==> src/rtl/jk_pkg.sv <==
// Shared definitions for the JK bank controller: command op encodings and FSM states.
package jk_pkg;

  localparam logic [1:0] OP_HOLD   = 2'b00;
  localparam logic [1:0] OP_RESET  = 2'b01;
  localparam logic [1:0] OP_SET    = 2'b10;
  localparam logic [1:0] OP_TOGGLE = 2'b11;

  typedef enum logic [1:0] {
    S_IDLE   = 2'b00,
    S_DRIVE  = 2'b01,
    S_SETTLE = 2'b10,
    S_CHECK  = 2'b11
  } jk_ctrl_state_t;

endpackage

==> src/rtl/jk_expect_calc.sv <==
// Combinational expected-Q calculation for one JK bank command.
module jk_expect_calc
  import jk_pkg::*;
#(
  parameter int WIDTH = 4
) (
  input  logic [1:0]       op,
  input  logic [WIDTH-1:0] mask,
  input  logic [WIDTH-1:0] snapshot,
  input  logic             cnt_odd,
  output logic [WIDTH-1:0] expected
);

  always_comb begin
    expected = snapshot;
    case (op)
      OP_HOLD:   expected = snapshot;
      OP_RESET:  expected = snapshot & ~mask;
      OP_SET:    expected = snapshot | mask;
      OP_TOGGLE: expected = snapshot ^ (cnt_odd ? mask : '0);
      default:   expected = snapshot;
    endcase
  end

endmodule

==> src/rtl/jk_bank_ctrl.sv <==
// Command sequencer for a bank of JK flip-flops: drive J/K for N edges, settle, verify Q.
// Optional macro JK_CHECK_EN adds the CHECK state and the err comparator.
module jk_bank_ctrl
  import jk_pkg::*;
#(
  parameter int WIDTH = 4,
  parameter int CNT_W = 8
) (
  input  logic             clk,
  input  logic             rst,
  input  logic             cmd_valid,
  output logic             cmd_ready,
  input  logic [1:0]       cmd_op,
  input  logic [WIDTH-1:0] cmd_mask,
  input  logic [CNT_W-1:0] cmd_count,
  output logic [WIDTH-1:0] jk_j,
  output logic [WIDTH-1:0] jk_k,
  input  logic [WIDTH-1:0] jk_q,
  output logic             busy,
  output logic             done,
  output logic             err
);

  jk_ctrl_state_t state, state_next;

  logic [CNT_W-1:0] eff_count;
  logic [CNT_W-1:0] count_r;
  logic [1:0]       op_r;
  logic [WIDTH-1:0] mask_r;
  logic [WIDTH-1:0] snap_r;
  logic             cnt_odd_r;
  logic [WIDTH-1:0] expected;
  logic [WIDTH-1:0] expected_calc;
  logic             accept;
  logic             finish;
  logic             check_fail;

  assign eff_count = (cmd_count == '0) ? CNT_W'(1) : cmd_count;
  assign cmd_ready = (state == S_IDLE) && !rst;
  assign busy      = (state != S_IDLE);

  jk_expect_calc #(.WIDTH(WIDTH)) u_expect (
    .op       (op_r),
    .mask     (mask_r),
    .snapshot (snap_r),
    .cnt_odd  (cnt_odd_r),
    .expected (expected_calc)
  );

`ifdef JK_CHECK_EN
  assign finish     = (state == S_CHECK);
  assign check_fail = (jk_q != expected);
`else
  logic unused_expect;
  assign finish        = (state == S_SETTLE);
  assign check_fail    = 1'b0;
  assign unused_expect = ^expected;
`endif

  always_ff @(posedge clk or posedge rst) begin
    if (rst) state <= S_IDLE;
    else     state <= state_next;
  end

  always_comb begin
    state_next = state;
    accept     = 1'b0;
    case (state)
      S_IDLE: begin
        if (cmd_valid && cmd_ready) begin
          accept     = 1'b1;
          state_next = S_DRIVE;
        end
      end
      S_DRIVE: begin
        if (count_r == CNT_W'(1)) state_next = S_SETTLE;
      end
`ifdef JK_CHECK_EN
      S_SETTLE: state_next = S_CHECK;
      S_CHECK:  state_next = S_IDLE;
`else
      S_SETTLE: state_next = S_IDLE;
`endif
      default:  state_next = S_IDLE;
    endcase
  end

  // The expected value is derived from the latched command one edge after
  // accept; it is stable long before CHECK reads it.
  always_ff @(posedge clk or posedge rst) begin
    if (rst) begin
      count_r   <= '0;
      op_r      <= OP_HOLD;
      mask_r    <= '0;
      snap_r    <= '0;
      cnt_odd_r <= 1'b0;
      expected  <= '0;
      jk_j      <= '0;
      jk_k      <= '0;
      done      <= 1'b0;
      err       <= 1'b0;
    end else begin
      done <= 1'b0;
      err  <= 1'b0;
      if (accept) begin
        op_r      <= cmd_op;
        mask_r    <= cmd_mask;
        snap_r    <= jk_q;
        cnt_odd_r <= eff_count[0];
        count_r   <= eff_count;
        jk_j      <= cmd_op[1] ? cmd_mask : '0;
        jk_k      <= cmd_op[0] ? cmd_mask : '0;
      end else if (state == S_DRIVE) begin
        expected <= expected_calc;
        if (count_r == CNT_W'(1)) begin
          jk_j <= '0;
          jk_k <= '0;
        end else begin
          count_r <= count_r - CNT_W'(1);
        end
      end
      if (finish) begin
        done <= 1'b1;
        err  <= check_fail;
      end
    end
  end

endmodule

==> config.mk <==
export PLATFORM = sky130hd
export DESIGN_NAME = jk_bank_ctrl
export DESIGN_NICKNAME = d
export VERILOG_FILES = /design/src/rtl/jk_pkg.sv /design/src/rtl/jk_expect_calc.sv /design/src/rtl/jk_bank_ctrl.sv
export SDC_FILE = /design/constraint.sdc
export NUM_CORES = 1
export LEC_CHECK = 0
export CAP_MARGIN = 20
export CORE_MARGIN = 10
export CORE_UTILIZATION = 40
export DETAILED_ROUTE_END_ITERATION = 8
export PLACE_DENSITY = 0.81
export SLEW_MARGIN = 20
export SYNTH_ARGS = -nofsm -noshare
export SYNTH_HDL_FRONTEND = slang
export SYNTH_SLANG_ARGS = --single-unit
==> constraint.sdc <==
create_clock -name clk -period 1.6 [get_ports clk]
set_input_delay 0.48 -clock clk [delete_from_list [all_inputs] [get_ports clk]]
set_output_delay 0.48 -clock clk [all_outputs]
set_load 0.05 [all_outputs]
==> results of run 1 <==
Yosys cell counts, drive strengths merged:
master and count:
nor4b 2, a211oi 1, o211ai 1, conb 1
or4 1, nor3 7, nand3b 2, or4b 1
o311ai 1, nor2 4, ha 2, o32ai 1
and3 1, nand3 7, buf 3, o21a 1
inv 3, a32o 8, or2 1, o221a 1
or2b 1, o21ai 4, a31o 1, or3 3
nor2b 2, a32oi 1, dfrtp 19, nand2 7
nor4 1, nand4 2
routing by layer:
metal,routed length [um],up-vias
li1,-,466
met4,65,0
met5,0,-
met1,1160,491
met2,1720,42
met3,161,7
layout make-up:
cell class,count,area (sq um)
tap,28,35.0
clock buffer,3,22.5
multi-input combinational,65,520
timing repair buffer,57,619
inverter,3,11.3
sequential,19,478
clock inverter,1,5.00
fill,135,584
what timing repair did:
action	4_1_cts	5_1_grt
pin swaps	9	7
gates resized for setup	9	7
setup endpoints to repair	19	19
setup buffers	6	2
worst reg2reg max path, stage by stage, from the launching register on:
cell and delay (ns):
dfrtp_1 0.40, inv_2 0.08, ha_4 0.12, or4b_4 0.51
o21ai_4 0.24, nand2_2 0.08, o221a_1 0.25
power groups by stage:
stage	logic, uW	registers (uW)	clock network, uW
2_1_floorplan	20.4	515	0
3_3_place_gp	118	500	0
3_5_place_dp	121	500	0
4_1_cts	121	491	252
5_1_grt	126	492	282
6_report	121	491	248
registers in the layout, summed over array words and instances, names as in the netlist:
signal and flops:
state 2, jk_k 4, done 1, jk_j 4
count_r 8
final timing paths:
kind,slack (ns),start,end,cells after the start
setup / recovery,-0.19,count_r[1],count_r[1],6
setup reg to reg,-0.19,count_r[1],count_r[1],6
hold / removal,0.41,rst,count_r[3],3
max in group asynchronous,0.98,rst,state[0],3
hold reg to reg,0.57,jk_k[3],jk_k[3],1
min in group clk,0.57,jk_k[3],jk_k[3],1
through the flow:
step	setup TNS (ns)	hold slack, ns	setup WS [ns]	area (sq um)
after CTS	-2.06	0.412	-0.166	1640
after global placement	-3.88	0.540	-0.287	1550
after detailed placement	-4.32	0.544	-0.352	1550
after floorplan	-1.71	0.431	-0.163	997
final	-2.27	0.412	-0.194	1690
after global routing	-3.21	0.418	-0.234	1690
logic make-up (layout without fill, tap and decap cells):
logic type / after synthesis / after routing
flip-flops: 19 / 19
adder cells (fa/ha/maj): 2 / 2
AND/OR/NAND/NOR: 42 / 42
AO/OA/AOI/OAI: 20 / 20
other: 1 / 1
buffers and inverters: 6 / 64
==> run_results.csv, run 1 <==
group,metric,value,unit
cts,cts-root-buf,"clkbuf_4",
grt,antenna_found_initial,0,
floorplanning,start_util,43.3,%
final_layout,layout_commonest_cell,"buf_4",
worst_setup_path,setup.worst_path.end_class,"flip-flop",
worst_setup_path,cp_top_family,"simple AND/OR/NAND/NOR gates",
worst_setup_path,crit_buf_inv,1,
sta,hold_viol,0,
detailed_routing,dr.pass1.iters,4,
power,sw_frac_of_total,25.0,%
cts,cts_tree,"done",
run_status,status,"finished, violations left",
cts,cts.clk_slew.worst_paths,0.11,ns
power,p_per_area,508,nW/um^2
power,peakVddDrop,0.647,mV
floorplanning,die_h,69.6,um
grt,grt_max_degree,20,
synth,yosysTopAreaCellShare,48.2,%
cts,cts_sinks,19,
worst_setup_path,cp_slowest_cell,"or4b_4",
sta,report.final.slew_viol_count,0,
placement,place_inst,164,
final_layout,area_growth,71.6,%
synth,muxShareOfSynthArea,0,%
sta,fin_ws,-0.194,ns
floorplanning,core.rowCount,17,
power,switchingPower,215,uW
worst_setup_path,crit_path_cell_trace,"inv_2 -> ha_4 -> or4b_4 -> o21ai_4 -> nand2_2 -> o221a_1",
floorplanning,die_area,4850,sq um
detailed_routing,via_per_inst,5.72,
synth,seq_area_frac_synth,48.2,%
sta,skew,0.000814,ns
placement,dp_hpwl,2210,um
worst_setup_path,worstSetupPathType,"reg2reg",
cts,cts_buffer_depth,2,
worst_setup_path,crit_arrival,1.99,ns
synth,synthAdderAreaFrac,2.54,%
synth,ys_warn_count,0,
cts,htree_levels,1,
synth,synthSimpleGateAreaFrac,26.4,%
run,drv_cap,0,
synth,synth_fp_nets,113,
synth,synth_top_family_by_area,"simple AND/OR/NAND/NOR gates",
run_status,failed_checks,"negative setup slack",
placement,gp_congestion,0.876,
cts,hold_buffers,0,
detailed_routing,vias,1006,
final_layout,final_cell_mix,"27 x buf_4, 17 x dfrtp_1, 15 x clkdlybuf4s50_1",
power,pwr-share-clk,28.8,%
final_layout,num_antenna_cells,0,
detailed_routing,drt_wl_total,3110,um
power,total_power,859,uW
worst_setup_path,required,1.79,ns
floorplanning,core_area,2280,sq um
hold_path,hold_path.class,"in2async",
sta,period_share,112,%
grt,met3_usage,1.85,%
grt,grt-busiest-layer,"met2",
sta,fmax,557,MHz
placement,io_buffers,27,
final_layout,layout-drive-gt1-share,43.9,%
final_layout,fin_cells,176,
grt,overflow,0,
power,p_leak,0.000712,uW
synth,synth_area_leaders,"dfrtp_1 48%, a32o_1 8.1%, nand3_1 3.6%",
synth,synth_compound_area_share,18.3,%
sta,fin_crit,1.79,ns
worst_setup_path,startpoint_type,"flip-flop",
detailed_routing,post-route-drc-count,0,
cts,clock_latency,0.30,ns
grt,grt_use_met2,22.1,%
detailed_routing,avgRoutedWirePerCell,17.6,um
detailed_routing,antenna_left,0,
cts,cts-buffers-inserted,3,
worst_setup_path,slowest_delay,0.51,ns
synth,yosysUniqueCellTypes,37,
grt,use_met1,13.7,%
floorplanning,die_x,69.6,um
floorplanning,num_io_pins,33,
sta,grt_setup_unrepaired,"yes",
synth,ys_seq_elements,19,
final_layout,layout.nets,172,
synth,synth_xor_area_share,0,%
synth,syn_inst,90,
final_layout,final_util,74.3,%
sta,setup_viol,19,
detailed_routing,drt_iter0_drc,35,
grt,first_global_vias,1037,
synth,synth_top_cell_by_area,"dfrtp_1",
power,p_comb_share,14.0,%
power,intPower,644,uW
power,seqPwrFrac,57.1,%
grt,grt_pass1_wl,5040,um
synth,avgSynthCellArea,11.0,sq um
worst_setup_path,cp_max_fo,5,
grt,track_usage,12.2,%
synth,syn_area,986,sq um
Power figures use the tool's default switching activity.
==> run 2, diff against run 1 <==
--- a/config.mk
+++ b/config.mk
@@ -9,6 +9,8 @@
 export CORE_MARGIN = 10
 export CORE_UTILIZATION = 40
 export DETAILED_ROUTE_END_ITERATION = 8
+export GPL_TIMING_DRIVEN = 0
+export MAX_ROUTING_LAYER = met4
 export PLACE_DENSITY = 0.81
 export SLEW_MARGIN = 20
 export SYNTH_ARGS = -nofsm -noshare
==> run 2 against run 1 <==
Compared with the run above:
- the run still ends with negative setup slack left
- clock skew is 0.0049 ns higher
- cell count decreased by 7.4%
- die area unchanged
- worst hold slack better by 0.082 ns
- first-iteration DRC count up 71%
- clock power about the same
- critical path type unchanged
- cell area is 10% lower
- largest power group unchanged
- sequential share of layout area is 3.2 points higher
- wire length down 6.1%
- total power shrank 2.8%
==> run_results.csv, run 2 (synthesis results as in run 1) <==
group,metric,value,unit
run_status,status,"finished, violations left",
run_status,failed_checks,"negative setup slack",
floorplanning,die_area,4850,sq um
grt,first_global_vias,936,
grt,overflow,0,
final_layout,final_util,66.7,%
run,drv_cap,0,
final_layout,layout.nets,159,
sta,grt_setup_unrepaired,"yes",
worst_setup_path,cp_max_fo,8,
final_layout,num_antenna_cells,0,
sta,tightest_slew,0.675,ns
power,p_leak,0.000628,uW
final_layout,n_fill_cell,163,
floorplanning,start_util,43.3,%
sta,relSlewSlack,54.9,%
detailed_routing,antenna_left,0,
power,switchingPower,209,uW
cts,cts_tree,"done",
sta,skew,0.00576,ns
worst_setup_path,slowest_delay,0.51,ns
power,sw_frac_of_total,25.0,%
worst_setup_path,cp_slowest_cell,"or4b_4",
cts,htree_levels,1,
worst_setup_path,required,1.80,ns
power,intPower,626,uW
detailed_routing,avgRoutedWirePerCell,17.9,um
floorplanning,die_x,69.6,um
power,p_comb_share,12.1,%
placement,gp_congestion,0.834,
detailed_routing,post-route-drc-count,0,
final_layout,final_cell_mix,"17 x dfrtp_1, 15 x buf_4, 15 x clkdlybuf4s50_1",
final_layout,largest_register_ffs,8,
worst_setup_path,worstSetupPathType,"reg2reg",
cts,cts-root-buf,"clkbuf_4",
floorplanning,num_io_pins,33,
detailed_routing,vias,958,
power,pwr-share-clk,29.5,%
power,peakVddDrop,0.604,mV
cts,cts-buffers-inserted,3,
sta,fmax,557,MHz
cts,hold_buffers,0,
final_layout,area_growth,53.9,%
hold_path,hold_path.class,"in2async",
placement,dp_hpwl,2040,um
power,p_per_area,550,nW/um^2
grt,grt_max_degree,20,
detailed_routing,dr.pass1.iters,4,
final_layout,largestRegisters,"count_r (8), jk_j (4), jk_k (4)",
worst_setup_path,crit_arrival,1.99,ns
final_layout,regMostFlops,"count_r",
cts,cts.clk_slew.worst_paths,0.11,ns
final_layout,layout-drive-gt1-share,41.5,%
detailed_routing,drt_iter0_drc,60,
grt,grt_pass1_wl,4620,um
grt,antenna_found_initial,0,
sta,report.final.slew_viol_count,0,
worst_setup_path,crit_path_cell_trace,"inv_2 -> ha_4 -> or4b_4 -> nor3_4 -> nor2_4 -> a32o_1",
worst_setup_path,rrSetupSlack,-0.20,ns
sta,setup_viol,17,
detailed_routing,via_per_inst,5.88,
floorplanning,die_h,69.6,um
grt,track_usage,11.8,%
cts,cts_buffer_depth,2,
floorplanning,core_area,2280,sq um
worst_setup_path,setup.worst_path.end_class,"flip-flop",
placement,io_buffers,27,
final_layout,layout_commonest_cell,"dfrtp_1",
sta,fin_ws,-0.196,ns
sta,period_share,112,%
worst_setup_path,startpoint_type,"flip-flop",
sta,fin_crit,1.80,ns
detailed_routing,drt_wl_total,2920,um
cts,cts_sinks,19,
cts,clock_latency,0.30,ns
sta,hold_viol,0,
floorplanning,core.rowCount,17,
power,seqPwrFrac,58.4,%
power,total_power,835,uW
[run 2: changes by cell type in the layout (fill, tap and decap cells not counted), moves of 2 or more]
cell | previous run | this run
buf_4 | 27 | 15
buf_12 | 11 | 0
nor4b_2 | 2 | 0
clkdlybuf4s15_2 | 0 | 9
nor3_1 | 4 | 2
nor3_2 | 1 | 3
[run 2: path summary, 6_finish.rpt]
check,startpoint,end,cells after the start
setup / recovery,count_r[1],jk_k[0],6
hold / removal,rst,count_r[4],2
setup reg to reg,count_r[1],jk_k[0],6
hold reg to reg,jk_j[1],jk_j[1],1
max in group asynchronous,rst,state[0],2
min in group clk,jk_j[1],jk_j[1],1
[run 2: timing repair]
item / 4_1_cts / 5_1_grt
pin swaps: 12 / 11
setup buffers: 10 / 5
resized for setup: 50 / 11
setup endpoints to repair: 28 / 19
[run 2: per-layer routing]
metal / vias up / wire (um) / GRT usage (%)
met3: 10 / 172 / 1.71
met1: 455 / 1120 / 12.6
met2: 51 / 1550 / 21.0
met5: - / 0 / -
li1: 442 / - / -
met4: 0 / 72 / 5.22
[run 2: final cells by class]
class,count,area [sq um],share of cell area (%)
clock inverters,1,5.00,0.330
plain buffers,2,18.8,1.24
clock buffers,3,22.5,1.48
multi-input cells,65,544,35.9
well taps,28,35.0,2.31
repair buffers,42,403,26.5
flip-flops and latches,19,478,31.5
inverters,3,11.3,0.742
[run 2: stage by stage]
step | cells | setup TNS, ns | setup slack, ns | hold slack [ns] | area, sq um
2_1_floorplan | 90 | -1.71 | -0.163 | 0.431 | 997
3_3_place_gp | 145 | -10.72 | -0.833 | 0.480 | 1300
3_5_place_dp | 145 | -12.13 | -0.857 | 0.485 | 1300
4_1_cts | 158 | -2.00 | -0.157 | 0.508 | 1440
5_1_grt | 163 | -3.75 | -0.274 | 0.538 | 1520
6_report | 163 | -2.54 | -0.196 | 0.494 | 1520
[run 2: power by group through the flow]
stage	combinational [uW]	sequential, uW	clock, uW
2_1_floorplan	20.4	515	0
3_3_place_gp	100	497	0
3_5_place_dp	102	497	0
4_1_cts	100	488	253
5_1_grt	107	489	281
6_report	101	488	247
[run 2: worst max-delay path: cells and delay by family, from the launching register on]
family	cells	cell delay, ns
compound gates	1	0.22
fa+ha+maj	1	0.11
buf+inv	1	0.08
flops	1	0.41
simple gates	3	0.85
